**config.mk**
```make
export PLATFORM = sky130hd
export DESIGN_NAME = fixed_mac_lanes
export DESIGN_NICKNAME = d
export VERILOG_FILES = /design/src/rtl/fixed_mac_lanes.sv
export SDC_FILE = /design/constraint.sdc
export NUM_CORES = 2
export LEC_CHECK = 0
export CAP_MARGIN = 40
export CORE_ASPECT_RATIO = 0.9
export CORE_MARGIN = 3
export CORE_UTILIZATION = 61
export DETAILED_ROUTE_END_ITERATION = 10
export PLACE_DENSITY = 0.8
export SYNTH_ARGS = -nofsm -noshare
export SYNTH_HDL_FRONTEND = slang
export SYNTH_SLANG_ARGS = --single-unit
export TNS_END_PERCENT = 50
```
**constraint.sdc**
```tcl
create_clock -name clk -period 11.2 [get_ports clk]
set_input_delay 1.68 -clock clk [delete_from_list [all_inputs] [get_ports clk]]
set_output_delay 1.68 -clock clk [all_outputs]
set_load 0.005 [all_outputs]
```
**src/rtl/fixed_mac_lanes.sv**
```systemverilog
`default_nettype none
// ============================================================================
// Module   : fixed_mac_lanes
// Brief    : Multi-lane signed fixed-point packet dot-product. Stage P
//            registers per-lane products, stage A folds them into a wide
//            accumulator, and each closing beat is converted, rounded or
//            truncated, saturated or wrapped, then held in a single-entry
//            output register.
// Revision : 1.0 - initial release
// ============================================================================
module fixed_mac_lanes #(
    parameter int WI1   = 6,
    parameter int WF1   = 10,
    parameter int WI2   = 4,
    parameter int WF2   = 8,
    parameter int WIO   = 15,
    parameter int WFO   = 30,
    parameter int LANES = 4,
    parameter int GUARD = 8,
    parameter int SAT   = 1,
    parameter int ROUND = 0
) (
    input  logic                           clk,
    input  logic                           reset,
    input  logic [LANES*(WI1+WF1)-1:0]     A_data,
    input  logic                           A_valid,
    output logic                           A_ready,
    input  logic                           A_last,
    input  logic [LANES*(WI2+WF2)-1:0]     B_data,
    input  logic                           B_valid,
    output logic                           B_ready,
    input  logic                           B_last,
    output logic [WIO+WFO-1:0]             out_data,
    output logic                           out_valid,
    input  logic                           out_ready,
    output logic                           out_ovf,
    output logic                           out_mismatch
);

    localparam int c_AW    = WI1 + WF1;
    localparam int c_BW    = WI2 + WF2;
    localparam int c_FP    = WF1 + WF2;
    localparam int c_PW    = WI1 + WI2 + c_FP;
    localparam int c_ACC_W = WI1 + WI2 + $clog2(LANES) + GUARD + c_FP;
    localparam int c_OW    = WIO + WFO;
    localparam int c_SHL   = (WFO >= c_FP) ? (WFO - c_FP) : 0;
    localparam int c_SHR   = (WFO <  c_FP) ? (c_FP - WFO) : 0;
    // One spare bit above the scaled value so the half-LSB rounding add
    // cannot overflow, and always at least one bit above the output width
    // so the overflow test has a sign-extension slice to inspect.
    localparam int c_EXT_A = c_ACC_W + c_SHL + 1;
    localparam int c_EXT_W = (c_EXT_A > c_OW + 1) ? c_EXT_A : (c_OW + 1);
    localparam int c_HW    = c_EXT_W - c_OW + 1;

    logic                      r_run;
    logic                      r_p_valid;
    logic                      r_p_last;
    logic                      r_p_mis;
    logic signed [c_PW-1:0]    r_p_prod [LANES];
    logic signed [c_ACC_W-1:0] r_acc;
    logic                      r_o_valid;
    logic [c_OW-1:0]           r_o_data;
    logic                      r_o_ovf;
    logic                      r_o_mis;

    logic signed [c_PW-1:0]    w_prod [LANES];
    logic signed [c_ACC_W-1:0] w_tree;
    logic signed [c_ACC_W-1:0] w_final;
    logic signed [c_EXT_W-1:0] w_ext;
    logic signed [c_EXT_W-1:0] w_scaled;
    logic [c_HW-1:0]           w_hi;
    logic                      w_ovf;
    logic [c_OW-1:0]           w_conv;
    logic                      w_p_adv;
    logic                      w_ready;
    logic                      w_fire;
    logic                      w_close;
    logic                      w_drain;

    // Per-lane signed products, operands sign-extended to the product width.
    for (genvar i = 0; i < LANES; i++) begin : g_lane
        logic signed [c_AW-1:0] w_a;
        logic signed [c_BW-1:0] w_b;
        assign w_a       = A_data[i*c_AW +: c_AW];
        assign w_b       = B_data[i*c_BW +: c_BW];
        assign w_prod[i] = c_PW'(w_a) * c_PW'(w_b);
    end

    // Handshake: ready depends only on pipeline occupancy, never on valid.
    assign w_drain = r_o_valid & out_ready;
    assign w_p_adv = ~r_p_valid | ~r_p_last | ~r_o_valid | out_ready;
    assign w_ready = r_run & w_p_adv;
    assign w_fire  = A_valid & B_valid & w_ready;
    assign w_close = r_p_valid & r_p_last & w_p_adv;

    assign A_ready = w_ready;
    assign B_ready = w_ready;

    // Lane-sum tree over the registered products, widened to the accumulator.
    always_comb begin
        w_tree = '0;
        for (int i = 0; i < LANES; i++) begin
            w_tree = w_tree + c_ACC_W'(r_p_prod[i]);
        end
    end

    assign w_final = r_acc + w_tree;
    assign w_ext   = c_EXT_W'(w_final);

    // Align the binary point of the packet sum to the output format.
    if (c_SHR > 0) begin : g_shr
        if (ROUND != 0) begin : g_round
            localparam logic signed [c_EXT_W-1:0] c_HALF = c_EXT_W'(1) << (c_SHR - 1);
            assign w_scaled = (w_ext + c_HALF) >>> c_SHR;
        end else begin : g_trunc
            assign w_scaled = w_ext >>> c_SHR;
        end
    end else begin : g_shl
        assign w_scaled = w_ext <<< c_SHL;
    end

    // The value fits iff every bit from the output sign bit upward agrees.
    assign w_hi  = w_scaled[c_EXT_W-1:c_OW-1];
    assign w_ovf = ~((&w_hi) | ~(|w_hi));

    // Clamp to the extreme of the right sign, or keep the low bits to wrap.
    always_comb begin
        w_conv = w_scaled[c_OW-1:0];
        if (w_ovf && (SAT != 0)) begin
            w_conv = w_scaled[c_EXT_W-1] ? {1'b1, {(c_OW-1){1'b0}}}
                                         : {1'b0, {(c_OW-1){1'b1}}};
        end
    end

    // Ready stays low until the first clock edge after reset releases.
    always_ff @(posedge clk or negedge reset) begin
        if (!reset) begin
            r_run <= 1'b0;
        end else begin
            r_run <= 1'b1;
        end
    end

    // Stage P: capture lane products and closing/mismatch flags of each beat.
    always_ff @(posedge clk or negedge reset) begin
        if (!reset) begin
            r_p_valid <= 1'b0;
            r_p_last  <= 1'b0;
            r_p_mis   <= 1'b0;
            for (int i = 0; i < LANES; i++) begin
                r_p_prod[i] <= '0;
            end
        end else if (w_p_adv) begin
            r_p_valid <= w_fire;
            if (w_fire) begin
                r_p_last <= A_last | B_last;
                r_p_mis  <= A_last ^ B_last;
                for (int i = 0; i < LANES; i++) begin
                    r_p_prod[i] <= w_prod[i];
                end
            end
        end
    end

    // Stage A: fold non-closing beats, restart from zero once a packet closes.
    always_ff @(posedge clk or negedge reset) begin
        if (!reset) begin
            r_acc <= '0;
        end else if (r_p_valid && w_p_adv) begin
            if (r_p_last) begin
                r_acc <= '0;
            end else begin
                r_acc <= w_final;
            end
        end
    end

    // Single-entry output register, held until the downstream accepts it.
    always_ff @(posedge clk or negedge reset) begin
        if (!reset) begin
            r_o_valid <= 1'b0;
            r_o_data  <= '0;
            r_o_ovf   <= 1'b0;
            r_o_mis   <= 1'b0;
        end else if (w_close) begin
            r_o_valid <= 1'b1;
            r_o_data  <= w_conv;
            r_o_ovf   <= w_ovf;
            r_o_mis   <= r_p_mis;
        end else if (w_drain) begin
            r_o_valid <= 1'b0;
        end
    end

    assign out_valid    = r_o_valid;
    assign out_data     = r_o_data;
    assign out_ovf      = r_o_ovf;
    assign out_mismatch = r_o_mis;

endmodule
`default_nettype wire

```
==> impl_metrics.tcl <==
set metrics [dict create \
    syn_avg_cell_area_sq_um 8.84 \
    avgViaCountPerCell 5.43 \
    start_util 0.623 \
    drt_iter0_drc 2063 \
    grt_pass1_wl_mm 154 \
    cts.sinks 191 \
    drive_above_1_share 0.0176 \
    synth_seq_cells 191 \
    synth_edf_count 0 \
    port_buffers 168 \
    drv_cap 0 \
    hold_class "reg2reg" \
    grt_max_degree 92 \
    tightest_slew_ns 0.860 \
    synth-seq-area-share 0.121 \
    cts_setup_buffers 0 \
    synthTopCellsByCount "1179 x inv_1, 805 x fa_1, 703 x nand2_1, 276 x ha_1, 227 x and2_1" \
    hold_violations 0 \
    cp_max_fo 16 \
    cts_resized 0 \
    status "finished clean" \
    syn-num-nets 5667 \
    slew_viol_final 0 \
    syn-cell-area_sq_mm 0.0395 \
    synth_area_leaders "fa_1 41%, dfrtp_1 12%, inv_1 11%" \
    path_class "in2reg" \
    yosysWarnings 0 \
    area_growth_pct 6.65 \
    die_w_um 274 \
    wire_per_inst_um 17.0 \
    die_y_um 247 \
    grt_util_all_layers 0.284 \
    dominantRegCellSynth "dfrtp_1" \
    grt-ovfl-total 0 \
    gp_congestion 0.939 \
    cts-htree-levels 4 \
    layout.nets 5680 \
    slew_headroom 0.412 \
    crit_chain "clkdlybuf4s50_1, nand2_1, fa_1, inv_1, ha_1, fa_1, inv_1, fa_1, fa_1, inv_1, ha_1, nor2b_1, o21a_1, o21ai_0, a31oi_1, o41ai_1, o21ai_0, a211oi_1, o21ai_0, a211o_1, o211ai_1" \
    ant_nets 0 \
    clock_latency_ns 0.46 \
    post-route-drc-count 0 \
    max_freq_ghz 0.126 \
    drt-total-wl_mm 90.6 \
    drt_pass1_iterations 5 \
    end_kind "flop" \
    core_region_area_sq_mm 0.0634 \
    crit_top_cell "fa_1" \
    r2r_slack_ns 5.54 \
    period_minus_slack_ns 7.92 \
    fin_tns_setup_ns 0 \
    antenna_found_initial 3 \
    synth_top_area_frac 0.408 \
    hold_buffers 0 \
    worst_clock_skew_ns 0.0155 \
    dp_hpwl_mm 75.9 \
    critPathLaunchType "input port" \
    cts_buffers 17 \
    clkTransAtPathRegs_ns 0.08 \
    synth.most_common_cell "inv_1" \
    fillers 5124 \
    crit_required_ns 11.58 \
    slowest_delay_ns 0.89 \
    clockBufferDepth 2 \
    timing.final.crit_share 0.707 \
    cp_slowest_cell "clkdlybuf4s50_1" \
    vias 29000 \
    io_pins 169 \
    netlist_instances 4467 \
    dieArea_sq_mm 0.0678 \
    grt_pass1_vias 31100 \
    rsz0062_at_grt "false" \
    tritoncts "built" \
    setup_viol 0 \
    worstPathArrival_ns 8.29 \
    async_flop_share 1.00 \
    synth_cell_type_count 77 \
    yosys.area.top_type "fa_1" \
    root_buffer "clkbuf_16" \
    antennaDiodeCount 0 \
    rows 87 \
]
## cells in the final DEF (no fill, tap or decap), types with 4 or more instances in the layout
| cell | netlist | layout |
|---|---|---|
| inv_6 | 0 | 4 |
| ha_1 | 276 | 276 |
| inv_1 | 1179 | 1179 |
| o21a_1 | 15 | 15 |
| a211oi_1 | 17 | 17 |
| a2111oi_0 | 4 | 4 |
| nand2_1 | 703 | 703 |
| clkdlybuf4s50_1 | 0 | 167 |
| a31oi_1 | 13 | 13 |
| nor3_1 | 23 | 23 |
| or3_1 | 7 | 7 |
| o41ai_1 | 4 | 4 |
| xor2_1 | 41 | 41 |
| or2_2 | 6 | 6 |
| o211ai_1 | 7 | 7 |
| a22oi_1 | 28 | 28 |
| and3_1 | 17 | 16 |
| nor2_1 | 91 | 90 |
| o31ai_1 | 17 | 17 |
| a21oi_1 | 113 | 113 |
| a21o_1 | 41 | 41 |
| xnor2_1 | 92 | 92 |
| dfrtp_1 | 191 | 191 |
| o21ai_0 | 150 | 149 |
| o21bai_1 | 13 | 13 |
| buf_4 | 13 | 10 |
| a21o_2 | 4 | 4 |
| a22o_1 | 30 | 30 |
| nor3b_1 | 6 | 6 |
| clkbuf_16 | 0 | 17 |
| nand4_1 | 12 | 12 |
| nand2b_1 | 35 | 35 |
| nor2b_1 | 15 | 15 |
| fa_1 | 805 | 805 |
| nand3_1 | 38 | 36 |
| and2_1 | 227 | 227 |
## layout make-up
class	instances	area, sq um	share of cell area
Clock inverter	10	104	0.00247
Tap cell	845	1060	0.0251
Sequential cell	191	4780	0.113
Clock buffer	20	457	0.0108
Inverter	1179	4430	0.105
Multi-Input combinational cell	2912	29500	0.701
Timing Repair Buffer	179	1790	0.0424
## layer usage
metal	share of wire	track usage
met3	0.066	0.0419
met5	0.00047	0
met4	0.023	0.0690
met1	0.43	0.398
met2	0.48	0.472
## cells by family (layout without fill, tap and decap cells)
group | Yosys count | in the layout | share of synthesized area
AND/OR/NAND/NOR | 1195 | 1195 | 0.138
XOR/XNOR | 134 | 134 | 0.0299
AO/OA/AOI/OAI | 495 | 495 | 0.0815
other | 1 | 1 | 0.0000950
flip-flops | 191 | 191 | 0.121
multiplexers | 6 | 6 | 0.00168
buffers and inverters | 1364 | 1388 | 0.132
adder cells (fa/ha/maj) | 1081 | 1081 | 0.495
## flip-flops by register name, indices dropped and copies added (netlist names)
signal,count
out_mismatch,1
r_p_prod,112
out_data,34
r_p_last,1
out_ovf,1
r_acc,38
r_p_mis,1
r_run,1
r_p_valid,1
out_valid,1
## critical path, delay by kind of cell
family                     cells  cell delay, ns
AOI/OAI and AO/OA              9            2.58
adders and majority gates      6            2.67
buffers and inverters          4            1.03
and+or+nand+nor                2            0.31
## worst paths after layout
check	start	endpoint	depth (start not counted)
worst min-delay path	r_p_prod[20]	r_p_prod[20]	2
worst min register to register	r_p_prod[20]	r_p_prod[20]	2
worst max-delay path	B_data[0]	r_p_prod[111]	21
max in group asynchronous	reset	r_p_prod[1]	4
worst max register to register	r_p_prod[1]	out_data[23]	18
min in group asynchronous	reset	out_data[24]	1
## stage by stage
step | area, sq um | setup slack (ns) | std cells | hold WS [ns] | util
2_1_floorplan | 39500 | 4.17 | 4467 | 0.439 | -
3_3_place_gp | 41500 | 3.11 | 5305 | 0.454 | 0.656
3_5_place_dp | 41600 | 2.92 | 5306 | 0.469 | 0.656
4_1_cts | 42100 | 3.34 | 5336 | 0.487 | 0.665
5_1_grt | 42100 | 2.88 | 5336 | 0.508 | 0.665
6_report | 42100 | 3.28 | 5336 | 0.483 | 0.665
Power is not shown: default switching activity piles up to over one toggle a cycle in this logic, so the estimate is an artifact.
